`src/rtl/lsu_mem_port_if.sv`:
```
// lsu_mem_port_if: request/response handshake and data-port memory bus of the load/store unit.
interface lsu_mem_port_if #(
    parameter int ADDR_WIDTH = 32,
    parameter int TAG_WIDTH  = 5
);
    logic                  req_valid;
    logic                  req_ready;
    logic                  req_we;
    logic [2:0]            req_funct3;
    logic [ADDR_WIDTH-1:0] req_addr;
    logic [31:0]           req_wdata;
    logic [TAG_WIDTH-1:0]  req_tag;
    logic                  resp_valid;
    logic                  resp_ready;
    logic [31:0]           resp_rdata;
    logic [TAG_WIDTH-1:0]  resp_tag;
    logic                  resp_err;
    logic [ADDR_WIDTH-1:0] mem_addr;
    logic                  mem_wr_en;
    logic [31:0]           mem_wr_data;
    logic [3:0]            mem_byte_en;
    logic [31:0]           mem_rd_data;

    modport slave (
        input  req_valid, req_we, req_funct3, req_addr, req_wdata, req_tag, resp_ready, mem_rd_data,
        output req_ready, resp_valid, resp_rdata, resp_tag, resp_err, mem_addr, mem_wr_en, mem_wr_data, mem_byte_en
    );
    modport master (
        output req_valid, req_we, req_funct3, req_addr, req_wdata, req_tag, resp_ready, mem_rd_data,
        input  req_ready, resp_valid, resp_rdata, resp_tag, resp_err, mem_addr, mem_wr_en, mem_wr_data, mem_byte_en
    );
endinterface

```
`src/rtl/lsu_mem_port.sv`:
```
// lsu_mem_port: one-at-a-time RV32 load/store requester for the data port of a
// dual-port word memory with one-cycle registered read latency.
module lsu_mem_port #(
    parameter int ADDR_WIDTH = 32,
    parameter int TAG_WIDTH  = 5
) (
    input logic            clk,
    input logic            rst_n,
    lsu_mem_port_if.slave  bus
);
    typedef enum logic [1:0] {IDLE, ISSUE, CAPTURE, RESP} state_t;

    state_t                state, state_nx;
    logic                  we_q;
    logic [2:0]            f3_q;
    logic [ADDR_WIDTH-1:0] addr_q;
    logic [31:0]           wdata_q;
    logic [TAG_WIDTH-1:0]  tag_q;
    logic                  err_q;
    logic [31:0]           rdata_q;
    logic                  accept;
    logic                  bad_f3;
    logic                  misal;
    logic [1:0]            k;
    logic [31:0]           sh;
    logic [31:0]           ext;
    logic [3:0]            be;

    assign accept = state == IDLE && bus.req_valid;
    assign bad_f3 = bus.req_we ? bus.req_funct3 > 3'd2
                               : (bus.req_funct3 == 3'd3 || bus.req_funct3 > 3'd5);
    assign misal  = (bus.req_funct3[1:0] == 2'd1 && bus.req_addr[0]) ||
                    (bus.req_funct3[1:0] == 2'd2 && bus.req_addr[1:0] != 2'd0);

    assign k   = addr_q[1:0];
    assign sh  = bus.mem_rd_data >> {k, 3'b000};
    // Bit 2 of funct3 selects the unsigned variants (BU/HU).
    assign ext = f3_q[1:0] == 2'd0 ? {{24{~f3_q[2] & sh[7]}}, sh[7:0]} :
                 f3_q[1:0] == 2'd1 ? {{16{~f3_q[2] & sh[15]}}, sh[15:0]} : sh;
    assign be  = f3_q[1:0] == 2'd0 ? 4'b0001 << k :
                 f3_q[1:0] == 2'd1 ? 4'b0011 << k : 4'b1111;

    always_ff @(posedge clk or negedge rst_n) begin
        if (!rst_n) begin
            state   <= IDLE;
            we_q    <= 1'b0;
            f3_q    <= 3'd0;
            addr_q  <= '0;
            wdata_q <= 32'd0;
            tag_q   <= '0;
            err_q   <= 1'b0;
            rdata_q <= 32'd0;
        end else begin
            state <= state_nx;
            if (accept) begin
                we_q    <= bus.req_we;
                f3_q    <= bus.req_funct3;
                addr_q  <= bus.req_addr;
                wdata_q <= bus.req_wdata;
                tag_q   <= bus.req_tag;
                err_q   <= bad_f3 || misal;
                rdata_q <= 32'd0;
            end
            if (state == CAPTURE) rdata_q <= ext;
        end
    end

    always_comb begin
        state_nx = state;
        case (state)
            IDLE:    state_nx = bus.req_valid ? ((bad_f3 || misal) ? RESP : ISSUE) : IDLE;
            ISSUE:   state_nx = we_q ? RESP : CAPTURE;
            CAPTURE: state_nx = RESP;
            RESP:    state_nx = bus.resp_ready ? IDLE : RESP;
            default: state_nx = IDLE;
        endcase
    end

    assign bus.req_ready   = state == IDLE;
    assign bus.resp_valid  = state == RESP;
    assign bus.resp_rdata  = rdata_q;
    assign bus.resp_tag    = tag_q;
    assign bus.resp_err    = err_q;
    assign bus.mem_addr    = addr_q;
    assign bus.mem_wr_en   = state == ISSUE && we_q;
    assign bus.mem_byte_en = (state == ISSUE && we_q) ? be : 4'b0000;
    assign bus.mem_wr_data = f3_q[1:0] == 2'd0 ? {4{wdata_q[7:0]}} :
                             f3_q[1:0] == 2'd1 ? {2{wdata_q[15:0]}} : wdata_q;
endmodule

```
`src/flat_wrapper.sv`:
```
// flat-port wrapper written by rule: the top's interface ports become plain ports
module lsu_mem_port_flat 
#(
    parameter int ADDR_WIDTH = 32,
    parameter int TAG_WIDTH  = 5
)
  (clk, rst_n, bus_req_valid, bus_req_we, bus_req_funct3, bus_req_addr, bus_req_wdata, bus_req_tag, bus_resp_ready, bus_mem_rd_data, bus_req_ready, bus_resp_valid, bus_resp_rdata, bus_resp_tag, bus_resp_err, bus_mem_addr, bus_mem_wr_en, bus_mem_wr_data, bus_mem_byte_en);
  lsu_mem_port_if #(.ADDR_WIDTH(ADDR_WIDTH), .TAG_WIDTH(TAG_WIDTH)) bus_i ();
  input logic clk;
  input logic rst_n;
  input wire logic [$bits(bus_i.req_valid)-1:0] bus_req_valid;
  input wire logic [$bits(bus_i.req_we)-1:0] bus_req_we;
  input wire logic [$bits(bus_i.req_funct3)-1:0] bus_req_funct3;
  input wire logic [$bits(bus_i.req_addr)-1:0] bus_req_addr;
  input wire logic [$bits(bus_i.req_wdata)-1:0] bus_req_wdata;
  input wire logic [$bits(bus_i.req_tag)-1:0] bus_req_tag;
  input wire logic [$bits(bus_i.resp_ready)-1:0] bus_resp_ready;
  input wire logic [$bits(bus_i.mem_rd_data)-1:0] bus_mem_rd_data;
  output wire logic [$bits(bus_i.req_ready)-1:0] bus_req_ready;
  output wire logic [$bits(bus_i.resp_valid)-1:0] bus_resp_valid;
  output wire logic [$bits(bus_i.resp_rdata)-1:0] bus_resp_rdata;
  output wire logic [$bits(bus_i.resp_tag)-1:0] bus_resp_tag;
  output wire logic [$bits(bus_i.resp_err)-1:0] bus_resp_err;
  output wire logic [$bits(bus_i.mem_addr)-1:0] bus_mem_addr;
  output wire logic [$bits(bus_i.mem_wr_en)-1:0] bus_mem_wr_en;
  output wire logic [$bits(bus_i.mem_wr_data)-1:0] bus_mem_wr_data;
  output wire logic [$bits(bus_i.mem_byte_en)-1:0] bus_mem_byte_en;
  assign bus_i.req_valid = bus_req_valid;
  assign bus_i.req_we = bus_req_we;
  assign bus_i.req_funct3 = bus_req_funct3;
  assign bus_i.req_addr = bus_req_addr;
  assign bus_i.req_wdata = bus_req_wdata;
  assign bus_i.req_tag = bus_req_tag;
  assign bus_i.resp_ready = bus_resp_ready;
  assign bus_i.mem_rd_data = bus_mem_rd_data;
  assign bus_req_ready = bus_i.req_ready;
  assign bus_resp_valid = bus_i.resp_valid;
  assign bus_resp_rdata = bus_i.resp_rdata;
  assign bus_resp_tag = bus_i.resp_tag;
  assign bus_resp_err = bus_i.resp_err;
  assign bus_mem_addr = bus_i.mem_addr;
  assign bus_mem_wr_en = bus_i.mem_wr_en;
  assign bus_mem_wr_data = bus_i.mem_wr_data;
  assign bus_mem_byte_en = bus_i.mem_byte_en;
  lsu_mem_port #(.ADDR_WIDTH(ADDR_WIDTH), .TAG_WIDTH(TAG_WIDTH)) u_core (.clk(clk), .rst_n(rst_n), .bus(bus_i));
endmodule
```
`config.mk`:
```
export PLATFORM = sky130hd
export DESIGN_NAME = lsu_mem_port_flat
export DESIGN_NICKNAME = d
export VERILOG_FILES = /design/src/rtl/lsu_mem_port_if.sv /design/src/rtl/lsu_mem_port.sv /design/src/flat_wrapper.sv
export SDC_FILE = /design/constraint.sdc
export NUM_CORES = 1
export LEC_CHECK = 0
export CORE_UTILIZATION = 43
export DETAILED_ROUTE_END_ITERATION = 7
export PLACE_DENSITY = 0.81
export SYNTH_ARGS = -nofsm -noshare
export SYNTH_HDL_FRONTEND = slang
export SYNTH_SLANG_ARGS = --single-unit
```
`constraint.sdc`:
```
create_clock -name clk -period 2.35 [get_ports clk]
set_input_delay 0.705 -clock clk [delete_from_list [all_inputs] [get_ports clk]]
set_output_delay 0.705 -clock clk [all_outputs]
set_load 0.02 [all_outputs]
```
Yosys cells after proc, flatten, opt, wreduce, memory -nomap -nowiden --
Index checks and enable logic that the tools add are counted.
Word-level totals: register bits after elaboration 108, input bits 109, output and inout port bits 109, word-level logic and storage cells 49
Operators by class: order comparisons 2, equal/unequal tests 7, shift operators 3, mux-type cells 15, bitwise logic cells 3, reductions and logical operators 11
Operators with widths (count):
- two-way mux 32 bit | 6
- >> shifter 32 x 5 -> 32 bit | 1
- two-way mux 4 bit | 3
- case mux 2 bit (4 select lines) | 1
- == test 2 x 1 -> 1 bit, second input constant | 3
- == test 2 bit, second input constant | 3
- two-way mux 2 bit | 3
- logical AND 1 bit | 4
- logical NOT 2 bit | 2
- nonzero test 2 bit | 2
- << shifter 1 x 2 -> 4 bit, first input constant | 1
- << shifter 2 x 2 -> 4 bit, first input constant | 1
- == test 3 x 2 -> 1 bit, second input constant | 1
- greater-than comparator 3 x 2 -> 1 bit, second input constant | 1
- greater-than comparator 3 bit, second input constant | 1
- logical OR 1 bit | 3
- bitwise AND 1 bit | 2
- two-way mux 1 bit | 2
- NOT 1 bit | 1

Logic depth before layout (Yosys ltp) --
Gate-level depths: netlist of run 1.
depth after elaboration 7, mapped depth 7, gate-level depth less buffers 6

Worst setup path after synthesis of run 1 --
Ideal clock, no wire load.
kind register -> output, start reg u_core.addr_q[1], in the netlist u_core.bus.mem_addr[1], end out bus_mem_byte_en[3], arrival 1601 ps, data required time 1645 ps, slack 44 ps, cell stages (with the launch flop) 6, path buffers 2, cell sequence dfrtp_1 > buf_2 > buf_1 > and2_1 > a211oi_1 > nor2_1
Between the ends: word-level cells in the longest chain between the ends 4, elaborated cells between the ends (all ways) 5, those cells by class 2 x shift; 3 x mux
RTL lines:
- from (decl) | RTL line lsu_mem_port.sv:16 | logic [ADDR_WIDTH-1:0] addr_q;
- from (signal assigned) | RTL line lsu_mem_port.sv:58 | addr_q <= bus.req_addr;
- << shifter 2 x 2 -> 4 bit | RTL line lsu_mem_port.sv:41 | f3_q[1:0] == 2'd1 ? 4'b0011 << k : 4'b1111;
- two-way mux 4 bit | RTL line lsu_mem_port.sv:41
- two-way mux 4 bit (*) | RTL line lsu_mem_port.sv:40 | assign be = f3_q[1:0] == 2'd0 ? 4'b0001 << k :
- two-way mux 4 bit (*) | RTL line lsu_mem_port.sv:86 | assign bus.mem_byte_en = (state == ISSUE && we_q) ? be : 4'b0000;
- to (decl) | RTL line flat_wrapper.sv:27 | output wire logic [$bits(bus_i.mem_byte_en)-1:0] bus_mem_byte_en;
Mark *: on every way between the ends. The rest lies on a longest branch, timed or not.

Worst setup path after layout of run 1 --
start reg u_core.addr_q[0], in the netlist u_core.bus.mem_addr[0], end out bus_mem_byte_en[2]
The elaborated chain is that of the path after synthesis.

==> results of run 1 <==
[Yosys cell counts (all sizes together)]
master,n,area [um^2]
a2111oi,1,27.5
a211oi,3,22.5
a21oi,16,80.1
a221o,17,170
a22o,8,70.1
a22oi,1,12.5
and2,5,31.3
and3,2,12.5
buf,22,140
clkbuf,16,61.3
dfrtp,108,2700
ha,4,50.1
inv,5,18.8
mux2,95,1070
mux2i,22,220
mux4,1,22.5
nand2,20,75.1
nand2b,2,12.5
nand3,1,5.00
nand3b,1,7.51
nor2,20,75.1
nor2b,4,25.0
nor3,1,5.00
o211ai,1,7.51
o21ai,21,105
o22ai,7,43.8
or2b,1,7.51
[per-stage QoR]
step           total power, mW  TNS, ns  setup slack (ns)
4_1_cts                   11.3    -1.31            -0.160
3_5_place_dp              9.98    -8.61            -0.401
6_report                  11.4        0            0.0384
2_1_floorplan             6.99        0            0.0442
5_1_grt                   12.0   -0.150           -0.0398
3_3_place_gp              9.80    -5.93            -0.274
[per-layer routing]
layer	vias up	global-route usage, %
met4	0	8.09
met5	-	0
met3	16	9.68
met2	196	42.4
li1	1903	-
met1	2044	27.6
[sequential cells by signal, indices dropped and copies added, names as in the netlist]
signal and cells:
u_core.f3_q 3, u_core.bus.mem_addr 32, u_core.we_q 1, u_core.state 2, u_core.bus.resp_tag 5, u_core.bus.resp_err 1
u_core.bus.resp_rdata 32, u_core.wdata_q 32
[power groups by stage]
| stage | Sequential [mW] | Clock, mW | Combinational, mW |
|---|---|---|---|
| 5_1_grt | 3.46 | 1.63 | 6.91 |
| 3_3_place_gp | 3.30 | 0 | 6.51 |
| 3_5_place_dp | 3.35 | 0 | 6.63 |
| 6_report | 3.35 | 1.52 | 6.51 |
| 4_1_cts | 3.33 | 1.55 | 6.46 |
| 2_1_floorplan | 3.88 | 0 | 3.11 |
[path summary, 6_finish.rpt]
check,startpoint,to,slack [ns],cells after the start
worst max register to register,u_core.bus.mem_addr[1],u_core.bus.resp_rdata[28],0.22,7
worst min-delay path,rst_n,u_core.bus.resp_rdata[19],0.29,1
worst min register to register,u_core.bus.mem_addr[6],u_core.bus.mem_addr[6],0.51,1
min in group clk,u_core.bus.mem_addr[6],u_core.bus.mem_addr[6],0.51,1
max in group asynchronous,rst_n,u_core.f3_q[1],1.50,2
worst max-delay path,u_core.bus.mem_addr[0],bus_mem_byte_en[2],0.04,6
[area by class of cell]
cell class                 count  area share, %
sequential                   108           34.7
timing repair buffer         250           30.9
multi-input combinational    254           28.0
clock buffer                   9           2.89
tap                          143           2.29
clock inverter                 7          0.963
inverter                       5          0.241
[placed cells by master (no fill, tap or decap), types with 2 or more instances in the layout]
cell and count:
buf_2 6, dlygate4sd2_1 6, inv_1 5, clkbuf_16 10, nor2b_1 4, o22ai_1 7
and2_1 4, nand2b_1 2, dfrtp_2 3, clkbuf_2 13, mux2i_1 22, buf_4 28
buf_12 6, clkdlybuf4s50_1 186, ha_1 4, a211oi_2 2, buf_6 2, dfrtp_1 105
nand2_1 20, nor2_1 19, clkdlybuf4s15_1 2, mux2_2 94, and3_1 2, clkinvlp_4 3
o21ai_0 21, a221o_1 17, a21oi_1 15, a22o_1 8
[repair_timing]
action	CTS	global route
hold buffers	0	0
pin swaps	2	2
gates resized for setup	44	61
endpoints found under the setup margin	46	48
gates cloned	0	1
endpoints found under the hold margin	0	0
buffers inserted	0	4
[cells by family (layout without fill, tap and decap cells)]
family                   Yosys count  count (layout)
AND/OR/NAND/NOR                   57              57
flip-flops                       108             108
buffers and inverters             43             271
AO/OA/AOI/OAI                     75              75
adder cells (fa/ha/maj)            4               4
multiplexers                     118             118
==> flow_summary_export.csv, run 1 <==
group,metric,value,unit
die,coreArea,0.0115,mm^2
clock_network,cts_root_buffer,"clkbuf_16",
layout,postLayoutCoreUtil,68.0,%
pwr,p_per_area,1460,mW/mm^2
synth,netlist_area,0.00508,mm^2
synth,synth.mux.area_fraction,25.8,%
die,rows,39,
grt,track_usage,24.5,%
route,dr.pass1.iters,4,
route,initialDrtViolationCount,150,
worst_setup_path,required,1.64,ns
clock_network,clk_latency,0.34,ns
timing,fmax,0.433,GHz
route,detail_route.vias_per_cell,5.36,
worst_setup_path,crit_path_max_incr_delay,0.34,ns
worst_setup_path,critical-path-slowest-cell,"dfrtp_1",
timing,holdWs,0.295,ns
route,wire_per_inst,19.1,um
route,route.detailed.drc,0,
pwr,p_sw,4.56,mW
die,die_h,111,um
layout,final_cell_area,0.00780,mm^2
synth,synth_compound_area_share,10.6,%
clock_network,clk_pin_slew,0.07,ns
synth,synth_xor_xnor_area_share,0,%
placed_design,place_area,0.00749,mm^2
die,die_width,111,um
synth,synthCells,405,
route,met3_length,1.37,mm
layout,fillers,865,
layout,drive_gt1_share,28.1,%
synth,synth-seq-cells,108,
clock_network,cts.sinks,108,
worst_setup_path,worstSetupStartpointType,"register",
synth,ys_seq_area_share,53.2,%
synth,ys_warn_count,0,
layout,layout.nets,741,
timing,finalCritPeriodShare,98.4,%
timing,relSlewSlack,71.4,%
route,drt-met1-wl,5.79,mm
pwr,internal_power,6.83,mW
timing,worst_pin_slew,0.429,ns
grt,grt_overflow,0,
timing,drv_slew,0,
timing,period_minus_slack,2.31,ns
grt,grt_pass1_vias,4499,
layout,register_area,0.00271,mm^2
worst_setup_path,criticalPathCategory,"reg2out",
run,max_cap_violations,0,
route,vias,4159,
pwr,pwr-share-seq,29.4,%
clock_network,h-tree-depth,3,
placed_design,dpl.cell_count,755,
synth,postSynthAreaPerCell,12.5,um^2
placed_design,gp_congestion,0.901,
timing,fin_skew,0.00553,ns
worst_setup_path,cp_top_family,"flip-flops",
synth,synth_cell_types,31,
worst_setup_path,cp-end-kind,"output port",
die,die_area,0.0123,mm^2
clock_network,cts_tree,"yes",
grt,antenna_found_initial,0,
clock_network,cts_made_buffers,9,
timing,setup_viol,0,
route,ant_nets,0,
pwr,p_leak,3.35,nW
synth,synth_top_family_by_area,"multiplexers",
pwr,pwr-share-clk,13.4,%
synth,syn_nets,518,
layout,stdcell_count,776,
worst_setup_path,crit_fanout,2,
grt,grt_pass1_wl,23.5,mm
pwr,comb_power_share,57.2,%
die,initial_utilization,44.3,%
worst_hold_path,hold_path.class,"in2async",
worst_setup_path,cp_cell_sequence,"inv_1, ha_1, and2_1, a211oi_2, nor2_1, buf_2",
die,io_pins,218,
placed_design,port_buffers,217,
grt,grt_max_degree,49,
clock_network,clockBufferDepth,2,
pwr,switching_share,40.0,%
synth,synth_simple_gate_area_share,5.05,%
route,wl_met2,7.45,mm
pwr,ir_drop,0.890,mV
timing,grt_setup_unrepaired,"yes",
timing,final-hold-violation-count,0,
synth,yosys.area_share.adder,0.985,%
layout,syn_to_final_growth,53.5,%
layout,diodes,0,
route,totalWireLength,14.8,mm
layout,multi_input_area,0.00219,mm^2
worst_setup_path,cp_num_buf_inv,2,
placed_design,place_hpwl,11.1,mm
status,status,"finished, final reports clean",
worst_setup_path,worst_ep_arrival_time,1.61,ns
route,dr.max_layer_used,"met4",
(Power assumes the default switching activity.)
==> run 2, diff against run 1 <==
--- a/config.mk
+++ b/config.mk
@@ -7,7 +7,7 @@
 export LEC_CHECK = 0
 export CORE_UTILIZATION = 43
 export DETAILED_ROUTE_END_ITERATION = 7
-export PLACE_DENSITY = 0.81
+export PLACE_DENSITY_LB_ADDON = 0.15
 export SYNTH_ARGS = -nofsm -noshare
 export SYNTH_HDL_FRONTEND = slang
 export SYNTH_SLANG_ARGS = --single-unit
==> run 2 against run 1 <==
  * Die area stayed put
  * Via count is 1.3% lower
  * Hold slack better by 0.039 ns
  * Register-to-register slack better by 0.02 ns
==> flow_summary_export.csv, run 2 (synthesis gave the netlist of run 1 again) <==
group,metric,value,unit
route,initialDrtViolationCount,128,
timing,period_minus_slack,2.28,ns
die,coreArea,0.0115,mm^2
layout,multi_input_area,0.00222,mm^2
clock_network,cts_made_buffers,9,
route,vias,4106,
layout,fillers,900,
placed_design,port_buffers,217,
worst_setup_path,r2r_slack,0.24,ns
worst_setup_path,criticalPathCategory,"reg2out",
layout,layout.nets,745,
pwr,p_per_area,1430,mW/mm^2
worst_hold_path,hold_path.class,"in2async",
die,die_width,111,um
placed_design,place_hpwl,10.4,mm
timing,final-hold-violation-count,0,
status,status,"finished, final reports clean",
worst_setup_path,critical-path-slowest-cell,"dfrtp_1",
route,ant_nets,0,
timing,worst_pin_slew,0.545,ns
timing,fin_skew,0.00893,ns
die,initial_utilization,44.3,%
layout,final_common_cell,"clkdlybuf4s50_1",
grt,grt_overflow,0,
clock_network,clk_pin_slew,0.07,ns
timing,relSlewSlack,63.7,%
die,rows,39,
worst_setup_path,crit_path_max_incr_delay,0.41,ns
layout,syn_to_final_growth,53.6,%
route,detail_route.vias_per_cell,5.26,
worst_setup_path,cp_cell_sequence,"buf_6, mux2_2, dlygate4sd2_1",
layout,postLayoutCoreUtil,68.1,%
grt,grt_pass1_vias,4452,
grt,track_usage,23.9,%
worst_setup_path,required,1.64,ns
timing,grt_setup_unrepaired,"yes",
route,dr.pass1.iters,4,
grt,grt_pass1_wl,23.2,mm
clock_network,h-tree-depth,3,
clock_network,cts_root_buffer,"clkbuf_16",
grt,grt_max_degree,40,
layout,final_cell_area,0.00781,mm^2
placed_design,dpl.cell_count,759,
placed_design,gp_congestion,0.824,
clock_network,cts_tree,"yes",
worst_setup_path,cp-end-kind,"output port",
run,max_cap_violations,0,
layout,stdcell_count,780,
timing,fin_setup_tns,0,ns
die,io_pins,218,
grt,antenna_found_initial,0,
pwr,ir_drop,0.953,mV
layout,diodes,0,
timing,drv_slew,0,
route,wire_per_inst,18.0,um
placed_design,pre_cts_ws,-0.428,ns
worst_setup_path,worst_ep_arrival_time,1.57,ns
route,route.detailed.drc,0,
worst_setup_path,cp_num_buf_inv,2,
timing,layout_setup_ws,0.0733,ns
route,totalWireLength,14.0,mm
layout,drive_gt1_share,29.8,%
worst_setup_path,worstSetupStartpointType,"register",
clock_network,cts.sinks,108,
timing,fmax,0.439,GHz
layout,register_area,0.00270,mm^2
timing,setup_viol,0,
timing,finalCritPeriodShare,96.9,%
die,die_area,0.0123,mm^2
pwr,p_leak,3.37,nW
clock_network,cts_hold_buf,0,
layout,most-common-layout-cells,"184 x clkdlybuf4s50_1, 107 x dfrtp_1, 95 x mux2_2, 29 x buf_4, 22 x mux2i_1",
clock_network,clockBufferDepth,2,
placed_design,place_area,0.00752,mm^2
clock_network,clk_latency,0.35,ns
die,die_h,111,um
worst_setup_path,cp_top_family,"buffers and inverters",
worst_setup_path,crit_fanout,5,
-- run 2: cell types whose count changed in the layout (fill, tap and decap cells not counted), sizes merged, moves of 2 or more --
cell           change
dlymetal6s2s       +2
clkdlybuf4s50      -2
buf               +15
dlygate4sd2        -4
clkinvlp           -2
clkbuf             -3
-- run 2: area by class of cell --
cell class | instances | area share (%)
well taps | 143 | 2.29
repair buffers | 254 | 31.1
clock buffers | 12 | 3.03
clock inverters | 4 | 0.337
inverters | 5 | 0.240
multi-input cells | 254 | 28.4
flip-flops and latches | 108 | 34.6
-- run 2: worst reg2reg max path: stages, from the launching register on --
cell and delay, ns:
dfrtp_1 0.37, buf_4 0.13, buf_4 0.30, mux4_2 0.41
a22oi_2 0.25, a2111oi_4 0.11, buf_12 0.16, a221o_1 0.27
-- run 2: power by group --
group,internal (mW),switching [mW]
Sequential,2.74,0.562
Combinational,3.27,3.22
Clock,0.719,0.672
Total,6.73,4.46
-- run 2: metal layers --
metal | wire length, um | track usage [%] | part of all wire [%]
met4 | 280 | 7.73 | 2.0
met1 | 5620 | 27.8 | 40
met5 | 0 | 0 | 0
met2 | 6940 | 40.3 | 50
met3 | 1160 | 9.46 | 8.3
-- run 2: worst paths after layout --
check | start | end | cells after the start
worst min register to register | u_core.bus.mem_addr[24] | u_core.bus.mem_addr[24] | 1
max in group asynchronous | rst_n | u_core.bus.mem_addr[25] | 2
min in group clk | u_core.bus.mem_addr[24] | u_core.bus.mem_addr[24] | 1
worst max register to register | u_core.bus.mem_addr[1] | u_core.bus.resp_rdata[28] | 7
worst max-delay path | u_core.f3_q[1] | bus_mem_wr_data[23] | 3
worst min-delay path | rst_n | u_core.bus.resp_rdata[28] | 1
-- run 2: repair_timing --
action	in CTS	in global routing
resized for setup	88	53
endpoints found under the setup margin	33	48
pin swaps	1	6
gates cloned	0	1
buffers inserted	1	3
-- run 2: through the flow --
stage / power (mW) / hold WS, ns
after floorplan: 6.99 / 0.409
after global placement: 9.79 / 0.486
after detailed placement: 9.94 / 0.494
after CTS: 11.2 / 0.342
after global routing: 11.9 / 0.364
final: 11.2 / 0.334
